[src/rtl/lanternfish_feeder.sv]
// ============================================================================
// lanternfish_feeder
// ----------------------------------------------------------------------------
// Upstream stage of the lanternfish solver. Parses the puzzle input, an ASCII
// byte stream such as "3,4,3,1,2\n", arriving over a valid/ready handshake.
// Each timer digit becomes a one-cycle insert pulse carrying its value. Once
// the end of the stream is seen, the feeder issues DAYS advance pulses on
// consecutive cycles and then raises done, which it holds until reset. From
// that point on the solver's answer is final.
//
// Parameters
//   DAYS       number of advance pulses issued after end-of-input (0 allowed)
//   DAY_W      width of the day counter and day_count (2^DAY_W > DAYS)
//
// Ports
//   clk        in   1      single clock, rising edge
//   reset      in   1      asynchronous, active-high; clears all state
//   in_valid   in   1      in_data / in_last are valid
//   in_ready   out  1      feeder accepts a byte this cycle (PARSE only)
//   in_data    in   8      ASCII input byte
//   in_last    in   1      marks the final byte of the stream
//   insert     out  1      one-cycle pulse to the solver: add one fish
//   value      out  4      timer value of the inserted fish, 0 when idle
//   advance    out  1      one-cycle pulse to the solver: advance one day
//   busy       out  1      high while advance pulses are being issued
//   done       out  1      high once all DAYS advances are issued; held
//   day_count  out  DAY_W  number of advance pulses issued so far
//   error      out  1      (LANTERNFISH_FEEDER_ERROR_EN only) malformed input
//
// Build option
//   LANTERNFISH_FEEDER_ERROR_EN
//     Defined:     the error port and an ERROR state exist. '9', any byte
//                  that is not a digit/separator/newline, or a digit that
//                  directly follows another digit stops the feeder in ERROR
//                  with error held high until reset.
//     Not defined: such bytes are silently ignored and adjacent digits are
//                  inserted as separate fish ("34" gives 3 then 4).
//
// All outputs are registered except in_ready, which is decoded from state.
// ============================================================================
module lanternfish_feeder #(
    parameter int DAYS  = 80,
    parameter int DAY_W = 16
) (
    input  logic             clk,
    input  logic             reset,
    input  logic             in_valid,
    output logic             in_ready,
    input  logic [7:0]       in_data,
    input  logic             in_last,
    output logic             insert,
    output logic [3:0]       value,
    output logic             advance,
    output logic             busy,
    output logic             done,
    output logic [DAY_W-1:0] day_count
`ifdef LANTERNFISH_FEEDER_ERROR_EN
    ,
    output logic             error
`endif
);

    // ------------------------------------------------------------------------
    // State encoding
    // ------------------------------------------------------------------------
    localparam logic [1:0] S_PARSE   = 2'd0;
    localparam logic [1:0] S_ADVANCE = 2'd1;
    localparam logic [1:0] S_DONE    = 2'd2;
`ifdef LANTERNFISH_FEEDER_ERROR_EN
    localparam logic [1:0] S_ERROR   = 2'd3;
`endif

    // With zero days there is nothing to advance, so end-of-input goes
    // straight to DONE.
    localparam bit              NO_DAYS   = (DAYS == 0);
    localparam logic [DAY_W-1:0] DAYS_VAL = DAY_W'(DAYS);
    localparam logic [DAY_W-1:0] DAY_ONE  = DAY_W'(1);

    // ASCII codes recognised by the parser
    localparam logic [7:0] CH_ZERO    = 8'h30;
    localparam logic [7:0] CH_EIGHT   = 8'h38;
    localparam logic [7:0] CH_NEWLINE = 8'h0A;
`ifdef LANTERNFISH_FEEDER_ERROR_EN
    localparam logic [7:0] CH_COMMA   = 8'h2C;
    localparam logic [7:0] CH_SPACE   = 8'h20;
    localparam logic [7:0] CH_CR      = 8'h0D;
`endif

    // ------------------------------------------------------------------------
    // Registers
    // ------------------------------------------------------------------------
    logic [1:0]       r_state;
    logic             r_insert;
    logic [3:0]       r_value;
    logic             r_advance;
    logic             r_busy;
    logic             r_done;
    logic [DAY_W-1:0] r_day_count;
`ifdef LANTERNFISH_FEEDER_ERROR_EN
    logic             r_error;
    logic             r_prev_digit;
`endif

    // ------------------------------------------------------------------------
    // Byte classification
    // ------------------------------------------------------------------------
    logic       w_accept;
    logic       w_is_digit;
    logic       w_is_newline;
    logic       w_end_of_input;
    logic [3:0] w_digit_value;
`ifdef LANTERNFISH_FEEDER_ERROR_EN
    logic       w_is_separator;
    logic       w_bad_byte;
`endif

    assign in_ready       = (r_state == S_PARSE);
    assign w_accept       = in_valid && in_ready;
    assign w_is_digit     = (in_data >= CH_ZERO) && (in_data <= CH_EIGHT);
    assign w_is_newline   = (in_data == CH_NEWLINE);
    assign w_end_of_input = w_is_newline || in_last;
    // '0'..'8' are 0x30..0x38, so the low nibble is the timer value.
    assign w_digit_value  = in_data[3:0];

`ifdef LANTERNFISH_FEEDER_ERROR_EN
    assign w_is_separator = (in_data == CH_COMMA) || (in_data == CH_SPACE) ||
                            (in_data == CH_CR);
    // Anything outside the accepted alphabet, or two digits in a row, is a
    // malformed stream. A bad byte wins over in_last.
    assign w_bad_byte     = !(w_is_digit || w_is_separator || w_is_newline) ||
                            (w_is_digit && r_prev_digit);
`endif

    // ------------------------------------------------------------------------
    // Main sequencer: parses bytes into insert pulses, then counts out the
    // advance pulses and parks in DONE. insert and advance are one-cycle
    // pulses, so they default low on every clock.
    // ------------------------------------------------------------------------
    always_ff @(posedge clk or posedge reset) begin
        if (reset) begin
            r_state     <= S_PARSE;
            r_insert    <= 1'b0;
            r_value     <= 4'd0;
            r_advance   <= 1'b0;
            r_busy      <= 1'b0;
            r_done      <= 1'b0;
            r_day_count <= '0;
`ifdef LANTERNFISH_FEEDER_ERROR_EN
            r_error      <= 1'b0;
            r_prev_digit <= 1'b0;
`endif
        end else begin
            r_insert  <= 1'b0;
            r_value   <= 4'd0;
            r_advance <= 1'b0;

            case (r_state)
                S_PARSE: begin
                    if (w_accept) begin
`ifdef LANTERNFISH_FEEDER_ERROR_EN
                        r_prev_digit <= w_is_digit;
                        if (w_bad_byte) begin
                            r_state <= S_ERROR;
                            r_error <= 1'b1;
                        end else
`endif
                        begin
                            if (w_is_digit) begin
                                r_insert <= 1'b1;
                                r_value  <= w_digit_value;
                            end
                            // A digit carrying in_last is inserted above and
                            // the stream still ends here; the first advance
                            // then lands one cycle after that insert.
                            if (w_end_of_input) begin
                                if (NO_DAYS) begin
                                    r_state <= S_DONE;
                                    r_done  <= 1'b1;
                                end else begin
                                    r_state <= S_ADVANCE;
                                    r_busy  <= 1'b1;
                                end
                            end
                        end
                    end
                end

                S_ADVANCE: begin
                    // day_count already reflects the pulses issued, so once
                    // it reaches DAYS the last pulse has just finished.
                    if (r_day_count == DAYS_VAL) begin
                        r_state <= S_DONE;
                        r_busy  <= 1'b0;
                        r_done  <= 1'b1;
                    end else begin
                        r_advance   <= 1'b1;
                        r_day_count <= r_day_count + DAY_ONE;
                    end
                end

                default: begin
                    // DONE and ERROR hold until reset.
                end
            endcase
        end
    end

    // ------------------------------------------------------------------------
    // Registered outputs
    // ------------------------------------------------------------------------
    assign insert    = r_insert;
    assign value     = r_value;
    assign advance   = r_advance;
    assign busy      = r_busy;
    assign done      = r_done;
    assign day_count = r_day_count;
`ifdef LANTERNFISH_FEEDER_ERROR_EN
    assign error     = r_error;
`endif

endmodule

[config.mk]
export PLATFORM = sky130hd
export DESIGN_NAME = lanternfish_feeder
export DESIGN_NICKNAME = d
export VERILOG_FILES = /design/src/rtl/lanternfish_feeder.sv
export SDC_FILE = /design/constraint.sdc
export NUM_CORES = 1
export LEC_CHECK = 0
export BUFFER_PORTS_ARGS = -buffer_cell sky130_fd_sc_hd__buf_2
export CORE_MARGIN = 4
export CORE_UTILIZATION = 44
export DETAILED_ROUTE_END_ITERATION = 12
export PLACE_DENSITY_LB_ADDON = 0.08
export SLEW_MARGIN = 15
export SYNTH_ARGS = -nofsm -noshare
export SYNTH_HDL_FRONTEND = slang
export SYNTH_SLANG_ARGS = --single-unit
export TNS_END_PERCENT = 50
[constraint.sdc]
create_clock -name clk -period 1.52 [get_ports clk]
set_input_delay 0.152 -clock clk [delete_from_list [all_inputs] [get_ports clk]]
set_output_delay 0.152 -clock clk [all_outputs]
set_load 0.05 [all_outputs]
==> results of run 1 <==
## critical path: stages (launching register included)
cell	delay, ps
dfrtp_2	450
nor4_4	290
buf_4	150
nand4_1	140
nand2_2	120
mux2_4	300
## kinds of logic after synthesis
group                    Yosys count  synth area share
adder cells (fa/ha/maj)            2            0.0222
multiplexers                       1           0.00999
AO/OA/AOI/OAI                      3            0.0189
AND/OR/NAND/NOR                   44             0.244
XOR/XNOR                          15             0.117
flip-flops                        25             0.555
buffers and inverters              8            0.0333
## cells in the mapped netlist
cell	instances	share of area
nor3_1	2	0.0089
or2_2	2	0.011
nand3_1	4	0.018
nor4bb_1	1	0.0089
nand4_1	6	0.033
nand3b_4	1	0.018
inv_1	7	0.023
mux2_2	1	0.010
ha_1	2	0.022
or3_1	3	0.017
xor2_1	6	0.047
and2_1	4	0.022
and4_1	1	0.0078
and3_1	1	0.0056
nor3_4	1	0.014
buf_6	1	0.010
nor4b_1	1	0.0078
nand2_1	4	0.013
a41o_1	1	0.0089
nor2_1	6	0.020
nor2b_1	3	0.017
xnor2_1	9	0.070
dfrtp_1	25	0.55
nor4_1	4	0.022
a31oi_1	1	0.0056
a21oi_1	1	0.0044
## power by group through the flow
stage	combinational, W	clock [W]	sequential (W)
floorplan	0.000401	0	0.00145
global placement	0.00126	0	0.000977
detailed placement	0.00129	0	0.000988
CTS	0.00130	0.000299	0.000978
global route	0.00141	0.000332	0.000998
finish	0.00131	0.000281	0.000975
## sequential cells by signal, indices dropped and copies added, names as in the netlist
| name | count |
|---|---|
| value | 4 |
| done | 1 |
| insert | 1 |
| advance | 1 |
| day_count | 16 |
| r_state | 2 |
## per-layer routing
metal	GRT usage	part of all wire	vias up
met5	0	0	-
met4	0.0583	0.0050	0
met3	0.0241	0.061	2
met2	0.268	0.51	22
met1	0.179	0.42	425
li1	-	-	448
## through the flow
step,setup slack (ps),total power [W],utilization,hold WS [ps]
after CTS,-2.60,0.00258,0.620,65.8
after global placement,-24.1,0.00223,0.600,214
after floorplan,-163,0.00185,-,178
after detailed placement,-44.1,0.00228,0.600,216
final,-26.2,0.00257,0.634,53.3
after global routing,-138,0.00274,0.634,31.1
## cell type report
class | instances | area, um^2 | share of cell area
Multi-Input combinational cell | 65 | 523 | 0.336
Sequential cell | 25 | 641 | 0.412
Inverter | 7 | 26.3 | 0.0169
Tap cell | 30 | 37.5 | 0.0241
Timing Repair Buffer | 52 | 303 | 0.195
Clock buffer | 4 | 26.3 | 0.0169
## how the worst max path moves through the flow
stage                 startpoint      endpoint  cells after the start
finish              day_count[9]  day_count[1]                      5
global route        day_count[9]  day_count[1]                      5
CTS                 day_count[0]  day_count[1]                      6
detailed placement  day_count[1]  day_count[1]                      6
global placement    day_count[9]          done                      6
floorplan           day_count[1]  day_count[1]                      6
## repair_timing
item	4_1_cts	5_1_grt
pin swaps	4	5
setup endpoints to repair	6	13
gates resized for setup	4	7
gates cloned	0	0
endpoints found under the hold margin	25	0
hold buffers	1	0
==> results.ini, run 1 <==
[timing]
finalCriticalPeriod_ps = 1550
tns_ps = -26.2
rsz0062_at_grt = yes
worstMarginPinSlew_ps = 369
period_share = 1.02
setup_violations = 1
final-max-slew-violation-count = 0
skew_ps = 0.638
final_hold_viol_count = 0
max_freq_mhz = 647
setup_slack_ps = -26.2
relSlewSlack = 0.753

[clock_tree]
clock_latency_ps = 300
ctsHtreeMaxLevel = 1
cts_tree = yes
numCtsBuffers = 3
path_clk_slew_ps = 120
clockRootBuffer = clkbuf_4
post_cts_buffers = 0
cts.sinks = 25
cts.path.max_buffers = 2

[run_status]
status = finished with violations
violations = setup timing

[final_layout]
drive_gt1_frac = 0.542
diodes = 0
finalNonFillerCells = 183
nNetsFinal = 168
fin_area_mm2 = 0.00156
nFillCells = 206
synthToLayoutAreaGrowth_pct = 38.1
final_common_cell = buf_2
most-common-layout-cells = buf_2 (36), buf_4 (15), dfrtp_1 (13)

[detailed_routing]
wl_um = 2390
drt_pass1_iterations = 4
vias = 897
wl_per_cell_um = 13.1
drcViolationCount = 0
routed_via_density = 4.90
final_antenna_net_count = 0
drt_iter0_drc = 17

[synth]
syn-num-nets = 112
synth_cell_types = 26
syn_area_mm2 = 0.00113
ys.warnings.count = 0
syn_area_per_cell_um2 = 11.5
synth_cells = 98
yosysSeqAreaShare = 0.555
ys_ff_latch = 25

[placement]
portBuffers = 36
hpwlAfterDp_um = 1880
place_area_mm2 = 0.00147
routabilityCongestion = 0.814
post-place-cells = 178

[grt]
grt_usage = 0.150
grt_max_degree = 26
grt_first_pass_wirelength_um = 3890
grt_overflow = 0
grt_pass1_vias = 902
antenna_found_initial = 0

[pwr]
power_density_mw_per_mm2 = 1650
p_switching_w = 0.00115
pwr-share-comb = 0.511
p_int_w = 0.00142
power_frac_seq = 0.380
clkPwrFrac = 0.110
switching_share = 0.446
power.leakage_nw = 0.804
vdd_drop_max_mv = 1.91

[run]
maxCapViolCount = 0

[hold_path]
whs_endpoint = insert
hold_path.class = in2reg
hold-path-cell-count = 2
min-delay-start = in_data[3]

[floorplanning]
fp.coreArea_mm2 = 0.00245
initial_core_util = 0.459
die_area_mm2 = 0.00344
std_cell_rows = 18
die_x_um = 58.6
pin_count = 37
die_y_um = 58.6

[worst_setup_path]
path_max_fanout = 2
cp.arrival_ps = 1750
worstSetupPathType = reg2reg
r2r-end = day_count[1]
crit_required_ps = 1720
reg2reg_depth = 5
regToRegSetupSlack_ps = -30
worst_r2r_startpoint = day_count[9]
critPathCaptureType = flip-flop
cp-start-kind = flip-flop

Power figures use the tool's default switching activity.
==> inputs of run 2 (changes only) <==
CORE_UTILIZATION = 45   (was 44)
CTS_BUF_LIST = sky130_fd_sc_hd__clkbuf_2   (was not set)
==> results.ini, run 2 (synthesized netlist as in run 1, its figures left out) <==
[run_status]
status = finished, final reports clean

[timing]
rsz0062_at_grt = yes
skew_ps = 32.5
period_share = 0.977
max_freq_mhz = 673
relSlewSlack = 0.778
setup_violations = 0
worstMarginPinSlew_ps = 332
final_hold_viol_count = 0
final-max-slew-violation-count = 0
holdWs_ps = 16.4
finalCriticalPeriod_ps = 1490

[detailed_routing]
final_antenna_net_count = 0
drt_iter0_drc = 16
wl_um = 2350
drt_pass1_iterations = 4
drcViolationCount = 0
wl_per_cell_um = 12.8
routed_via_density = 4.92
vias = 905

[pwr]
power_density_mw_per_mm2 = 1640
pwr-share-comb = 0.524
clkPwrFrac = 0.099
power_frac_seq = 0.377
switching_share = 0.454
p_switching_w = 0.00119
vdd_drop_max_mv = 1.70
power.leakage_nw = 0.826
p_int_w = 0.00143

[clock_tree]
ctsHtreeMaxLevel = 1
cts.path.max_buffers = 2
path_clk_slew_ps = 240
clockRootBuffer = clkbuf_2
clock_latency_ps = 350
cts.sinks = 25
numCtsBuffers = 3
cts_tree = yes

[hold_path]
whs_endpoint = insert
hold-path-cell-count = 2
min-delay-start = in_data[3]
hold_path.class = in2reg

[final_layout]
most-common-layout-cells = buf_2 (36), buf_4 (16), dfrtp_1 (13)
largest_register_ffs = 16
final_common_cell = buf_2
nFillCells = 182
diodes = 0
finalNonFillerCells = 184
drive_gt1_frac = 0.558
synthToLayoutAreaGrowth_pct = 42.1
nNetsFinal = 171

[worst_setup_path]
critPathBufInv = 1
crit_required_ps = 1800
critical_path.cell_chain = inv_2, ha_4, nor4bb_4, nand4_1, nand2_2, mux2_4
path_max_fanout = 2
critPathTopFamily = flip-flops
slowest_delay_ps = 470
critical_path_depth = 6
r2r-end = day_count[1]
cp.arrival_ps = 1760
slowest_stage = dfrtp_2
regToRegSetupSlack_ps = 30
worst_r2r_startpoint = day_count[0]
cp-start-kind = flip-flop
reg2reg_depth = 6
worstSetupPathType = reg2reg
critPathCaptureType = flip-flop

[grt]
grt_first_pass_wirelength_um = 3860
grt_max_degree = 26
grt_overflow = 0
grt_pass1_vias = 892
antenna_found_initial = 0
grt_usage = 0.148

[floorplanning]
fp.coreArea_mm2 = 0.00230
die_y_um = 58.1
pin_count = 37
initial_core_util = 0.491
die_area_mm2 = 0.00337
die_x_um = 58.1
std_cell_rows = 17

[placement]
hpwlAfterDp_um = 1810
portBuffers = 36
routabilityCongestion = 0.795
post-place-cells = 178

[run]
maxCapViolCount = 0

## run 2: worst register-to-register path, delay by kind of cell, from the launching register on
kind                       cells  cell delay (ps)
muxes                          1              300
and+or+nand+nor                3              470
buffers and inverters          1               70
DFF                            1              470
adders and majority gates      1              110
## run 2: per-layer routing
layer / up-vias / track usage / part of all wire
met5: - / 0 / 0
met4: 0 / 0.0497 / 0.011
met3: 2 / 0.0223 / 0.056
met2: 26 / 0.253 / 0.49
met1: 426 / 0.191 / 0.44
li1: 451 / - / -
## run 2: what timing repair did
action	CTS	global route
resized for setup	7	8
hold endpoints to repair	25	0
buffers inserted	0	1
hold buffers	1	0
pin swaps	4	7
setup endpoints to repair	8	14
## run 2: power by group through the flow
stage | Combinational, W | Sequential [W] | Clock [W]
4_1_cts | 0.00133 | 0.000977 | 0.000269
2_1_floorplan | 0.000401 | 0.00145 | 0
3_5_place_dp | 0.00129 | 0.000984 | 0
6_report | 0.00137 | 0.000989 | 0.000259
5_1_grt | 0.00148 | 0.00102 | 0.000286
3_3_place_gp | 0.00127 | 0.000974 | 0
## run 2: how the worst max path moves through the flow
stage	to	slack (ps)	startpoint
after floorplan	day_count[1]	-160	day_count[1]
after CTS	day_count[1]	20	day_count[12]
after detailed placement	day_count[1]	-60	day_count[9]
after global routing	day_count[15]	-60	day_count[9]
final	day_count[1]	30	day_count[0]
after global placement	done	-20	day_count[9]
## run 2: area by class of cell
| cell class | instances | area [um^2] | area share |
|---|---|---|---|
| Sequential cell | 25 | 641 | 0.400 |
| Multi-Input combinational cell | 65 | 547 | 0.341 |
| Timing Repair Buffer | 55 | 333 | 0.208 |
| Tap cell | 28 | 35.0 | 0.0219 |
| Inverter | 7 | 26.3 | 0.0164 |
| Clock buffer | 4 | 20.0 | 0.0125 |
## run 2: stage by stage
stage,setup WS [ps],area [um^2],power [W],utilization,TNS (ps)
final,34.5,1600,0.00262,0.697,0
after floorplan,-163,1150,0.00185,-,-301
after detailed placement,-62.4,1490,0.00228,0.647,-209
after CTS,21.5,1560,0.00257,0.677,0
after global placement,-25.0,1490,0.00224,0.647,-85.4
after global routing,-63.0,1600,0.00278,0.697,-235
==> inputs of run 3 (changes only) <==
CTS_CLUSTER_SIZE = 30   (was not set)
GPL_TIMING_DRIVEN = 0   (was not set)
==> results.ini, run 3 (synthesized netlist as in run 1, its figures left out) <==
[grt]
antenna_found_initial = 0
busiest_layer = met2
met2_usage = 0.279
grt_max_degree = 26
use_met1 = 0.184
grt_usage = 0.154
grt_first_pass_wirelength_um = 4060
use_met3 = 0.0267
grt_overflow = 0
grt_pass1_vias = 940

[timing]
setup_violations = 1
period_share = 1.01
final-max-slew-violation-count = 0
finalCriticalPeriod_ps = 1540
skew_ps = 2.11
holdWs_ps = 75.3
max_freq_mhz = 650
final_hold_viol_count = 0
setup_slack_ps = -18.0
relSlewSlack = 0.391
rsz0062_at_grt = yes
worstMarginPinSlew_ps = 913

[clock_tree]
cts_tree = yes
cts.sinks = 25
cts.path.max_buffers = 2
path_clk_slew_ps = 220
ctsHtreeMaxLevel = 1
clockRootBuffer = clkbuf_2
clock_latency_ps = 330
numCtsBuffers = 3

[run_status]
violations = setup timing
status = finished with violations

[hold_path]
hold-path-cell-count = 3
hold_path.class = in2reg

[worst_setup_path]
path_max_fanout = 2
cp-start-kind = flip-flop
worstSetupPathType = reg2reg
crit_required_ps = 1780
cp.arrival_ps = 1790
critical_path.cell_chain = inv_2, ha_4, nor4bb_4, nand4_1, nand2_2, mux2_4
critPathCaptureType = flip-flop
slowest_delay_ps = 470
reg2reg_depth = 6
slowest_stage = dfrtp_2

[placement]
portBuffers = 36
hpwlAfterDp_um = 1640
routabilityCongestion = 0.784
dp_slack_ps = -218

[detailed_routing]
wl_per_cell_um = 13.6
drt_pass1_iterations = 4
vias = 929
drt_iter0_drc = 22
wl_um = 2530
final_antenna_net_count = 0
routed_via_density = 4.99
drcViolationCount = 0

[floorplanning]
pin_count = 37
initial_core_util = 0.491
die_y_um = 58.1
die_x_um = 58.1
die_area_mm2 = 0.00337
fp.coreArea_mm2 = 0.00230
std_cell_rows = 17

[pwr]
power.leakage_nw = 0.833
vdd_drop_max_mv = 1.83
power_density_mw_per_mm2 = 1690

[final_layout]
nNetsFinal = 173
synthToLayoutAreaGrowth_pct = 43.5
final_common_cell = buf_2
diodes = 0
most-common-layout-cells = buf_2 (36), buf_4 (15), dfrtp_1 (13)
largest_register_ffs = 16
drive_gt1_frac = 0.538

[run]
maxCapViolCount = 0

-- run 3: changes by cell type in the layout (fill, tap and decap cells not counted), sizes merged --
cell and change:
dlygate4sd3 +4, buf -2
-- run 3: cell type report --
type | instances | area (um^2)
fillers | 164 | 679
flip-flops and latches | 25 | 641
multi-input cells | 65 | 542
repair buffers | 57 | 354
well taps | 28 | 35.0
inverters | 7 | 26.3
clock buffers | 4 | 20.0
-- run 3: report_power, final --
part           internal (W)  total, W  switching (W)
Combinational      0.000601   0.00148       0.000882
Sequential         0.000829  0.000989       0.000160
Clock             0.0000695  0.000260       0.000191
Total               0.00150   0.00273        0.00123
-- run 3: layer usage --
layer	part of all wire	vias up	routed length (um)
li1	-	458	-
met2	0.52	26	1310
met1	0.42	441	1060
met3	0.052	4	131
met4	0.0083	0	21
met5	0	-	0
-- run 3: repair_timing --
action,in CTS,in global routing
pin swaps,6,7
gates resized for setup,7,7
hold buffers,0,5
endpoints found under the setup margin,10,12
endpoints found under the hold margin,0,5
setup buffers,9,7
-- run 3: path summary, 6_finish.rpt --
| path | startpoint | to | slack [ps] |
|---|---|---|---|
| min reg2reg | done | done | 500 |
| max reg2reg | day_count[0] | day_count[1] | -20 |
| max | day_count[0] | day_count[1] | -20 |
| min in group asynchronous | reset | day_count[11] | 520 |
| min | in_data[5] | insert | 80 |
| max in group asynchronous | reset | day_count[4] | 400 |
-- run 3: critical path: cells and delay by family (launching register included) --
family | cells | cell delay [ps]
AND/OR/NAND/NOR | 3 | 520
flip-flops | 1 | 470
buffers and inverters | 1 | 70
multiplexers | 1 | 300
adder cells (fa/ha/maj) | 1 | 110
-- run 3: stage by stage --
stage	utilization	area [um^2]	setup TNS [ps]	std cells	power [W]
after floorplan	-	1150	-301	98	0.00185
after global placement	0.596	1370	-255	162	0.00209
after detailed placement	0.596	1370	-438	162	0.00212
after CTS	0.650	1490	-4.25	175	0.00261
after global routing	0.704	1620	-334	186	0.00290
final	0.704	1620	-18.0	186	0.00273
